`config.mk`:
```
export PLATFORM = sky130hd
export DESIGN_NAME = axi_lite_slave_regs
export DESIGN_NICKNAME = d
export VERILOG_FILES = /design/src/rtl/axi_lite_slave_regs.sv
export SDC_FILE = /design/constraint.sdc
export NUM_CORES = 1
export LEC_CHECK = 0
export CORE_MARGIN = 2
export CORE_UTILIZATION = 50
export DETAILED_ROUTE_END_ITERATION = 16
export PLACE_DENSITY_LB_ADDON = 0.2
export SLEW_MARGIN = 20
export SYNTH_ARGS = -nofsm -noshare
export SYNTH_HDL_FRONTEND = slang
export SYNTH_SLANG_ARGS = --single-unit
```
`constraint.sdc`:
```
create_clock -name clk -period 5.77 [get_ports clk]
set_clock_uncertainty 0.15 [all_clocks]
set_input_delay 0.577 -clock clk [delete_from_list [all_inputs] [get_ports clk]]
set_output_delay 0.577 -clock clk [all_outputs]
set_load 0.01 [all_outputs]
```
`src/rtl/axi_lite_slave_regs.sv`:
```
// AXI4-Lite responder with a bank of NUM_REGS 32-bit read/write registers exported flat.
// Optional macro AXIL_SLAVE_SLVERR_EN: out-of-range accesses answer SLVERR instead of OKAY.
module axi_lite_slave_regs #(
    parameter int NUM_REGS = 8,
    parameter int ADDR_W   = 32
) (
    input  logic                     clk,
    input  logic                     rst,
    input  logic [ADDR_W-1:0]        S_AXI_AWADDR,
    input  logic                     S_AXI_AWVALID,
    output logic                     S_AXI_AWREADY,
    input  logic [31:0]              S_AXI_WDATA,
    input  logic [3:0]               S_AXI_WSTRB,
    input  logic                     S_AXI_WVALID,
    output logic                     S_AXI_WREADY,
    output logic [1:0]               S_AXI_BRESP,
    output logic                     S_AXI_BVALID,
    input  logic                     S_AXI_BREADY,
    input  logic [ADDR_W-1:0]        S_AXI_ARADDR,
    input  logic                     S_AXI_ARVALID,
    output logic                     S_AXI_ARREADY,
    output logic [31:0]              S_AXI_RDATA,
    output logic [1:0]               S_AXI_RRESP,
    output logic                     S_AXI_RVALID,
    input  logic                     S_AXI_RREADY,
    output logic [32*NUM_REGS-1:0]   regs_flat,
    output logic                     wr_pulse
);

    localparam int SEL_W = (NUM_REGS > 1) ? $clog2(NUM_REGS) : 1;
    localparam logic [1:0] RESP_OKAY = 2'b00;
`ifdef AXIL_SLAVE_SLVERR_EN
    localparam logic [1:0] RESP_OOR = 2'b10;
`else
    localparam logic [1:0] RESP_OOR = 2'b00;
`endif

    typedef enum logic {W_IDLE = 1'b0, W_RESP = 1'b1} w_state_t;
    typedef enum logic {R_IDLE = 1'b0, R_DATA = 1'b1} r_state_t;

    function automatic logic addr_in_range(input logic [ADDR_W-1:0] addr);
        return 64'(addr[ADDR_W-1:2]) < 64'(NUM_REGS);
    endfunction

    function automatic logic [SEL_W-1:0] addr_sel(input logic [ADDR_W-1:0] addr);
        return addr[SEL_W+1:2];
    endfunction

    function automatic logic [31:0] byte_merge(input logic [31:0] old_v,
                                               input logic [31:0] new_v,
                                               input logic [3:0]  strb);
        logic [31:0] res;
        res = old_v;
        for (int b = 0; b < 4; b++) begin
            if (strb[b]) begin
                res[8*b +: 8] = new_v[8*b +: 8];
            end else begin
                res[8*b +: 8] = old_v[8*b +: 8];
            end
        end
        return res;
    endfunction

    w_state_t          w_state_r, w_state_nx_s;
    r_state_t          r_state_r, r_state_nx_s;
    logic              aw_done_r, aw_done_nx_s;
    logic              w_done_r, w_done_nx_s;
    logic              awready_r, awready_nx_s;
    logic              wready_r, wready_nx_s;
    logic              bvalid_r, bvalid_nx_s;
    logic [1:0]        bresp_r, bresp_nx_s;
    logic [ADDR_W-1:0] awaddr_r;
    logic [31:0]       wdata_r;
    logic [3:0]        wstrb_r;
    logic              wr_pulse_r;
    logic              commit_s;
    logic              arready_r, arready_nx_s;
    logic              rvalid_r, rvalid_nx_s;
    logic [1:0]        rresp_r, rresp_nx_s;
    logic [31:0]       rdata_r, rdata_nx_s;
    logic [31:0]       regs_r [NUM_REGS];

    logic              aw_hs_s, w_hs_s, ar_hs_s;
    logic              aw_in_range_s, ar_in_range_s;
    logic [SEL_W-1:0]  aw_sel_s, ar_sel_s;

    assign aw_hs_s       = S_AXI_AWVALID && awready_r;
    assign w_hs_s        = S_AXI_WVALID && wready_r;
    assign ar_hs_s       = S_AXI_ARVALID && arready_r;
    assign aw_in_range_s = addr_in_range(awaddr_r);
    assign aw_sel_s      = addr_sel(awaddr_r);
    assign ar_in_range_s = addr_in_range(S_AXI_ARADDR);
    assign ar_sel_s      = addr_sel(S_AXI_ARADDR);

    // Write FSM next-state: capture AW/W independently, commit one cycle after both are held.
    always_comb begin
        w_state_nx_s = w_state_r;
        aw_done_nx_s = aw_done_r;
        w_done_nx_s  = w_done_r;
        awready_nx_s = awready_r;
        wready_nx_s  = wready_r;
        bvalid_nx_s  = bvalid_r;
        bresp_nx_s   = bresp_r;
        commit_s     = 1'b0;
        case (w_state_r)
            W_IDLE: begin
                if (aw_done_r && w_done_r) begin
                    commit_s     = 1'b1;
                    aw_done_nx_s = 1'b0;
                    w_done_nx_s  = 1'b0;
                    awready_nx_s = 1'b0;
                    wready_nx_s  = 1'b0;
                    bvalid_nx_s  = 1'b1;
                    bresp_nx_s   = aw_in_range_s ? RESP_OKAY : RESP_OOR;
                    w_state_nx_s = W_RESP;
                end else begin
                    aw_done_nx_s = aw_done_r || aw_hs_s;
                    w_done_nx_s  = w_done_r || w_hs_s;
                    awready_nx_s = !(aw_done_r || aw_hs_s);
                    wready_nx_s  = !(w_done_r || w_hs_s);
                end
            end
            W_RESP: begin
                if (bvalid_r && S_AXI_BREADY) begin
                    bvalid_nx_s  = 1'b0;
                    awready_nx_s = 1'b1;
                    wready_nx_s  = 1'b1;
                    w_state_nx_s = W_IDLE;
                end else begin
                    awready_nx_s = 1'b0;
                    wready_nx_s  = 1'b0;
                end
            end
            default: begin
                w_state_nx_s = W_IDLE;
                aw_done_nx_s = 1'b0;
                w_done_nx_s  = 1'b0;
                awready_nx_s = 1'b0;
                wready_nx_s  = 1'b0;
                bvalid_nx_s  = 1'b0;
                bresp_nx_s   = RESP_OKAY;
            end
        endcase
    end

    // Write FSM state, captured write channel payloads and update pulse.
    always_ff @(posedge clk) begin
        if (rst) begin
            w_state_r  <= W_IDLE;
            aw_done_r  <= 1'b0;
            w_done_r   <= 1'b0;
            awready_r  <= 1'b0;
            wready_r   <= 1'b0;
            bvalid_r   <= 1'b0;
            bresp_r    <= RESP_OKAY;
            awaddr_r   <= '0;
            wdata_r    <= 32'h0;
            wstrb_r    <= 4'h0;
            wr_pulse_r <= 1'b0;
        end else begin
            w_state_r  <= w_state_nx_s;
            aw_done_r  <= aw_done_nx_s;
            w_done_r   <= w_done_nx_s;
            awready_r  <= awready_nx_s;
            wready_r   <= wready_nx_s;
            bvalid_r   <= bvalid_nx_s;
            bresp_r    <= bresp_nx_s;
            awaddr_r   <= aw_hs_s ? S_AXI_AWADDR : awaddr_r;
            wdata_r    <= w_hs_s ? S_AXI_WDATA : wdata_r;
            wstrb_r    <= w_hs_s ? S_AXI_WSTRB : wstrb_r;
            wr_pulse_r <= commit_s && aw_in_range_s;
        end
    end

    // Register bank; a zero strobe still counts as an update but leaves the value intact.
    always_ff @(posedge clk) begin
        if (rst) begin
            for (int k = 0; k < NUM_REGS; k++) begin
                regs_r[k] <= 32'h0;
            end
        end else if (commit_s && aw_in_range_s) begin
            regs_r[aw_sel_s] <= byte_merge(regs_r[aw_sel_s], wdata_r, wstrb_r);
        end else begin
            regs_r <= regs_r;
        end
    end

    // Read FSM next-state: data sampled from the bank before any same-edge write lands.
    always_comb begin
        r_state_nx_s = r_state_r;
        arready_nx_s = arready_r;
        rvalid_nx_s  = rvalid_r;
        rresp_nx_s   = rresp_r;
        rdata_nx_s   = rdata_r;
        case (r_state_r)
            R_IDLE: begin
                if (ar_hs_s) begin
                    r_state_nx_s = R_DATA;
                    arready_nx_s = 1'b0;
                    rvalid_nx_s  = 1'b1;
                    if (ar_in_range_s) begin
                        rdata_nx_s = regs_r[ar_sel_s];
                        rresp_nx_s = RESP_OKAY;
                    end else begin
                        rdata_nx_s = 32'h0;
                        rresp_nx_s = RESP_OOR;
                    end
                end else begin
                    arready_nx_s = 1'b1;
                end
            end
            R_DATA: begin
                if (rvalid_r && S_AXI_RREADY) begin
                    r_state_nx_s = R_IDLE;
                    rvalid_nx_s  = 1'b0;
                    arready_nx_s = 1'b1;
                end else begin
                    arready_nx_s = 1'b0;
                end
            end
            default: begin
                r_state_nx_s = R_IDLE;
                arready_nx_s = 1'b0;
                rvalid_nx_s  = 1'b0;
                rresp_nx_s   = RESP_OKAY;
                rdata_nx_s   = 32'h0;
            end
        endcase
    end

    // Read FSM state and registered read channel outputs.
    always_ff @(posedge clk) begin
        if (rst) begin
            r_state_r <= R_IDLE;
            arready_r <= 1'b0;
            rvalid_r  <= 1'b0;
            rresp_r   <= RESP_OKAY;
            rdata_r   <= 32'h0;
        end else begin
            r_state_r <= r_state_nx_s;
            arready_r <= arready_nx_s;
            rvalid_r  <= rvalid_nx_s;
            rresp_r   <= rresp_nx_s;
            rdata_r   <= rdata_nx_s;
        end
    end

    for (genvar k = 0; k < NUM_REGS; k++) begin : g_flat
        assign regs_flat[32*k +: 32] = regs_r[k];
    end

    assign S_AXI_AWREADY = awready_r;
    assign S_AXI_WREADY  = wready_r;
    assign S_AXI_BVALID  = bvalid_r;
    assign S_AXI_BRESP   = bresp_r;
    assign S_AXI_ARREADY = arready_r;
    assign S_AXI_RVALID  = rvalid_r;
    assign S_AXI_RRESP   = rresp_r;
    assign S_AXI_RDATA   = rdata_r;
    assign wr_pulse      = wr_pulse_r;

endmodule

```
==> results of run 1 <==
==> routing by layer <==
| metal | up-vias | global-route usage | wire length, um |
|---|---|---|---|
| met5 | - | 0 | 0 |
| met4 | 0 | 0.138 | 2350 |
| met3 | 158 | 0.0749 | 7070 |
| met2 | 994 | 0.554 | 28300 |
| met1 | 7505 | 0.472 | 24200 |
| li1 | 6555 | - | - |
==> cell families after synthesis <==
| group | synth area share |
|---|---|
| buffers and inverters | 0.0518 |
| DFF | 0.444 |
| muxes | 0.166 |
| AOI/OAI and AO/OA | 0.238 |
| and+or+nand+nor | 0.101 |
| other | 0.000228 |
==> stage by stage <==
step | setup WS (ns) | cells
global placement | 2.46 | 2289
detailed placement | 2.28 | 2289
floorplan | 3.55 | 1571
global route | 2.25 | 2357
CTS | 2.27 | 2356
finish | 2.31 | 2357
==> worst paths after layout <==
check                                 start                          end  slack [ns]
hold / removal     wdata_r[12]$_SDFFE_PP0P_     wdata_r[12]$_SDFFE_PP0P_        0.31
hold reg to reg    wdata_r[12]$_SDFFE_PP0P_     wdata_r[12]$_SDFFE_PP0P_        0.31
setup reg to reg  awaddr_r[13]$_SDFFE_PP0P_  regs_flat[216]$_SDFFE_PP0P_        2.31
setup / recovery  awaddr_r[13]$_SDFFE_PP0P_  regs_flat[216]$_SDFFE_PP0P_        2.31
==> synthesized netlist by cell type (all sizes together), types with 3 or more instances <==
library cell,instances
a2bb2oi,32
nand3,5
nand3b,7
o2bb2ai,3
a21o,4
a31oi,3
and2,4
inv,18
nor2b,11
a22o,170
mux2i,51
clkbuf,48
a221o,15
o221ai,3
nor2,55
nand2,239
o21ai,72
nand2b,11
o21a,5
o31ai,16
and3,5
nor3b,4
a32o,8
buf,97
and4,3
o22a,3
o211ai,12
a21oi,95
a22oi,17
a41oi,5
nor3,6
mux2,43
a221oi,33
nor4,13
dfxtp,364
mux4,76
==> power groups by stage <==
stage	Clock, mW	Combinational [mW]	Sequential (mW)
floorplan	0	0.289	2.61
global placement	0	0.453	2.63
detailed placement	0	0.459	2.64
CTS	2.48	0.461	2.58
global route	2.58	0.493	2.58
finish	2.47	0.469	2.58
==> final cells by class <==
class                      instances  share of cell area
clock buffer                      59              0.0544
clock inverter                     8             0.00339
inverter                          20             0.00345
multi-input combinational       1042               0.387
sequential                       364               0.336
tap                              442              0.0254
timing repair buffer             422               0.191
==> sequential cells by signal (all words and copies together), names as in the netlist <==
signal         flops
S_AXI_BVALID       1
awaddr_r          30
w_done_r           1
aw_done_r          1
S_AXI_WREADY       1
S_AXI_RDATA       32
regs_flat        256
w_state_r          1
S_AXI_ARREADY      1
r_state_r          1
S_AXI_AWREADY      1
wdata_r           32
S_AXI_RVALID       1
wstrb_r            4
wr_pulse           1
==> critical path, delay by kind of cell, from the launching register on <==
family	cells	cell delay [ns]
buf+inv	1	0.37
compound gates	1	0.16
simple gates	4	2.39
flops	1	0.31
==> flow_metrics.py, run 1 <==
metrics = {
    "worst_setup_path": {
        "critPathRequiredTime_ns": 6.07,
        "crit_type": "reg2reg",
        "arrival_ns": 3.76,
        "critPathLaunchType": "register",
        "path_cells": "nor4_1 -> and4_1 -> and2_4 -> and3_1 -> buf_4 -> a22o_1",
        "worstSetupEndpointType": "register",
        "critPathMaxFanout": 15,
        "slowest_delay_ns": 0.99,
        "slowest_stage": "and4_1",
        "reg2reg_depth": 6,
    },
    "finish": {
        "fillers": 2596,
        "syn2layout_area_growth_pct": 32.5,
        "seqCellArea_um2": 7300,
        "utilization": 0.670,
        "final_cell_mix": "clkdlybuf4s50_1 (392), dfxtp_1 (361), nand2_1 (237)",
        "antennaDiodeCount": 0,
        "layout.nets": 1996,
        "drive_above_1_share": 0.140,
        "final_common_cell": "clkdlybuf4s50_1",
        "multi_input_area_um2": 8410,
        "final_area_um2": 21700,
    },
    "detailed_routing": {
        "via_per_inst": 6.45,
        "wl_per_cell_um": 26.3,
        "firstDrtPassIters": 5,
        "drc": 0,
        "dr_total_vias": 15200,
        "wl_um": 61900,
        "drt.antenna.violating_nets": 0,
        "drt_iter0_drc": 1364,
    },
    "hold_path": {
        "hold_depth": 2,
        "hp-class": "reg2reg",
    },
    "logic_synthesis": {
        "synth-seq-cells": 364,
        "async_flop_share": 0,
        "yosysSeqAreaShare": 0.444,
        "synth_edf_count": 0,
        "syn_inst": 1568,
        "syn-cell-area_um2": 16400,
        "postSynthAreaPerCell_um2": 10.5,
        "synthTopCellsByArea": "dfxtp_1 (44%), mux4_2 (10%), a22o_1 (9.1%)",
        "synth_flop_cell": "dfxtp_1",
        "synth_largest_area_cell": "dfxtp_1",
        "synth.distinct_cells": 66,
        "synth_top_area_share": 0.444,
        "yosysWarnings": 0,
    },
    "timing": {
        "rsz0062_at_grt": "false",
        "min_period_ns": 3.46,
        "finalSetupTns_ns": 0,
        "min_period_over_period": 0.599,
        "relSlewSlack": 0.253,
        "worst_slew_pin_slew_ns": 1.12,
        "drv_slew": 0,
        "hold_viol": 0,
        "fmax_mhz": 289,
        "holdWs_ns": 0.305,
        "setup_viol": 0,
    },
    "floorplan": {
        "core.rowCount": 66,
        "io_pins": 405,
        "die_w_um": 185,
        "die_area_um2": 34300,
        "die_height_um": 185,
        "initial_core_util": 0.506,
        "design.core.area_um2": 32500,
    },
    "pwr": {
        "netSwitchingFraction": 0.246,
        "p_leak_nw": 7.61,
        "internal_power_mw": 4.17,
        "p_seq_frac": 0.468,
        "clkPwrFrac": 0.447,
        "p_per_area_nw_per_um2": 254,
        "p_switching_mw": 1.36,
        "comb_power_share": 0.085,
        "total_power_mw": 5.52,
        "peakVddDrop_mv": 0.171,
    },
    "clock_tree": {
        "post_cts_buffers": 0,
        "cts.sinks": 364,
        "clk_pin_slew_ns": 0.06,
        "clock_latency_ns": 0.52,
        "numCtsBuffers": 39,
        "clock-root-buffer": "clkbuf_16",
        "cts-resized-gates": 0,
        "cts_buffer_depth": 3,
        "cts_tree": "done",
        "htree_levels": 2,
        "cts_hold_buf": 0,
    },
    "grt": {
        "antenna_found_initial": 0,
        "grt_pass1_wl_um": 90600,
        "grtUsageTotal": 0.351,
        "grt_start_max_net_pins": 74,
        "grt_pass1_vias": 14600,
        "overflow": 0,
    },
    "placed_design": {
        "gp_congestion": 0.863,
        "post_dp_cell_area_um2": 20500,
        "hpwl_um": 39000,
        "io_buffer_count": 396,
    },
    "run_status": {
        "status": "finished clean",
    },
    "flow_run": {
        "maxCapViolations": 0,
    },
}
No activity file was read; power rests on OpenSTA's default activity.
==> run 2: changes to the inputs <==
- CORE_UTILIZATION: 50 -> 45
- clock period: 5.77 -> 2.85 ns (I/O delays scaled with it)
==> run 2 against run 1 <==
  * Final area up 3.1%
  * Highest routed layer unchanged
  * Core utilization fell by 4.3 points
  * Wire length rose by 2.1%
  * Largest cell class unchanged
==> flow_metrics.py, run 2 (synthesized netlist as in run 1, its figures left out) <==
metrics = {
    "run_status": {
        "status": "finished clean",
    },
    "finish": {
        "drive_above_1_share": 0.164,
        "final_area_um2": 22400,
        "final_common_cell": "clkdlybuf4s50_1",
        "largest_reg_flops": 256,
        "fillers": 2923,
        "layout.nets": 2046,
        "syn2layout_area_growth_pct": 36.6,
        "final_cell_mix": "clkdlybuf4s50_1 (392), dfxtp_1 (361), nand2_1 (237)",
    },
    "pwr": {
        "p_per_area_nw_per_um2": 519,
        "peakVddDrop_mv": 0.405,
        "p_leak_nw": 7.98,
    },
    "grt": {
        "grtUsageTotal": 0.322,
        "grt_pass1_vias": 14700,
        "overflow": 0,
        "grt_start_max_net_pins": 45,
        "antenna_found_initial": 1,
        "grt_pass1_wl_um": 93700,
    },
    "timing": {
        "min_period_over_period": 0.906,
        "worst_slew_pin_slew_ns": 0.901,
        "min_period_ns": 2.58,
        "fmax_mhz": 387,
        "drv_slew": 0,
        "setup_viol": 0,
        "fin_ws_ns": 0.268,
        "finalSetupTns_ns": 0,
        "hold_viol": 0,
        "holdWs_ns": 0.155,
        "rsz0062_at_grt": "false",
        "relSlewSlack": 0.399,
    },
    "worst_setup_path": {
        "cpMostUsedCell": "a22o_1",
        "critPathLaunchType": "register",
        "slowest_stage": "nor2b_2",
        "crit_type": "reg2reg",
        "arrival_ns": 2.90,
        "critPathRequiredTime_ns": 3.17,
        "critPathMaxFanout": 25,
        "path_cells": "nor2b_2 -> a22o_1 -> a221oi_1 -> a21oi_1 -> a22o_1",
        "worstSetupEndpointType": "register",
        "slowest_delay_ns": 0.67,
    },
    "floorplan": {
        "die_w_um": 195,
        "die_area_um2": 38000,
        "io_pins": 405,
        "design.core.area_um2": 35700,
        "core.rowCount": 69,
        "initial_core_util": 0.459,
        "die_height_um": 195,
    },
    "clock_tree": {
        "clock-root-buffer": "clkbuf_16",
        "clock_latency_ns": 0.53,
        "cts_buffer_depth": 3,
        "clk_pin_slew_ns": 0.06,
        "cts_tree": "done",
        "post_cts_buffers": 0,
        "htree_levels": 2,
        "cts-resized-gates": 0,
        "cts.sinks": 364,
        "numCtsBuffers": 39,
    },
    "detailed_routing": {
        "firstDrtPassIters": 5,
        "via_per_inst": 6.25,
        "wl_met1_um": 25900,
        "drt.antenna.violating_nets": 0,
        "wl_per_cell_um": 26.0,
        "drt_iter0_drc": 1406,
        "dr_total_vias": 15200,
        "dr_wl_met3_um": 6010,
        "top_layer": "met4",
        "wl_um": 63300,
        "drc": 0,
        "wl_met2_um": 29300,
    },
    "placed_design": {
        "post_dp_cell_area_um2": 21000,
        "hpwl_um": 42900,
        "io_buffer_count": 396,
        "gp_congestion": 0.896,
        "dpl_worst_slack_ns": 0.330,
    },
    "flow_run": {
        "maxCapViolations": 0,
    },
    "hold_path": {
        "hp-class": "in2reg",
    },
}
[run 2: cell types whose count changed in the layout (fill, tap and decap cells not counted), sizes merged]
| cell | previous run | this run |
|---|---|---|
| buf | 30 | 79 |
| clkinv | 6 | 10 |
| bufinv | 1 | 4 |
| clkbuf | 59 | 57 |
| clkinvlp | 2 | 0 |
| diode | 0 | 1 |
| dlygate4sd3 | 0 | 1 |
[run 2: per-stage QoR]
step | std cells | power [mW] | utilization
2_1_floorplan | 1571 | 5.87 | -
3_3_place_gp | 2358 | 6.34 | 0.589
3_5_place_dp | 2358 | 6.35 | 0.589
4_1_cts | 2429 | 11.7 | 0.627
5_1_grt | 2430 | 12.0 | 0.627
6_report | 2430 | 11.6 | 0.627
[run 2: path summary, 6_finish.rpt]
| check | slack (ns) | start | cells after the start | end |
|---|---|---|---|---|
| max | 0.27 | awaddr_r[3]$_SDFFE_PP0P_ | 5 | regs_flat[197]$_SDFFE_PP0P_ |
| min | 0.15 | S_AXI_WDATA[6] | 3 | wdata_r[6]$_SDFFE_PP0P_ |
| max reg2reg | 0.27 | awaddr_r[3]$_SDFFE_PP0P_ | 5 | regs_flat[197]$_SDFFE_PP0P_ |
| min reg2reg | 0.30 | wdata_r[11]$_SDFFE_PP0P_ | 2 | wdata_r[11]$_SDFFE_PP0P_ |
[run 2: cell type report]
| type | count | area [um2] | share of cell area |
|---|---|---|---|
| multi-input combinational | 1042 | 8410 | 0.375 |
| sequential | 364 | 7300 | 0.325 |
| timing repair buffer | 472 | 4690 | 0.209 |
| tap | 461 | 577 | 0.0257 |
| clock buffer | 57 | 1200 | 0.0534 |
| antenna | 1 | 2.50 | 0.000112 |
| clock inverter | 13 | 173 | 0.00770 |
| inverter | 20 | 75.1 | 0.00335 |
[run 2: power by group]
group	internal, mW	total [mW]	switching (mW)
sequential	5.14	5.22	0.0737
clock	3.28	5.38	2.10
combinational	0.405	1.05	0.640
[run 2: critical path, delay by kind of cell, from the launching register on]
kind             cells  cell delay (ns)
AO/OA/AOI/OAI        4             1.06
AND/OR/NAND/NOR      1             0.67
flip-flops           1             0.65
[run 2: what timing repair did]
action | 4_1_cts | 5_1_grt
hold buffers | 1 | 0
endpoints found under the hold margin | 30 | 0
endpoints found under the setup margin | 0 | 0
[run 2: per-layer routing]
metal / vias up / global-route usage
met3: 132 / 0.0568
met1: 7505 / 0.441
li1: 6666 / -
met2: 886 / 0.516
met5: - / 0
met4: 0 / 0.106
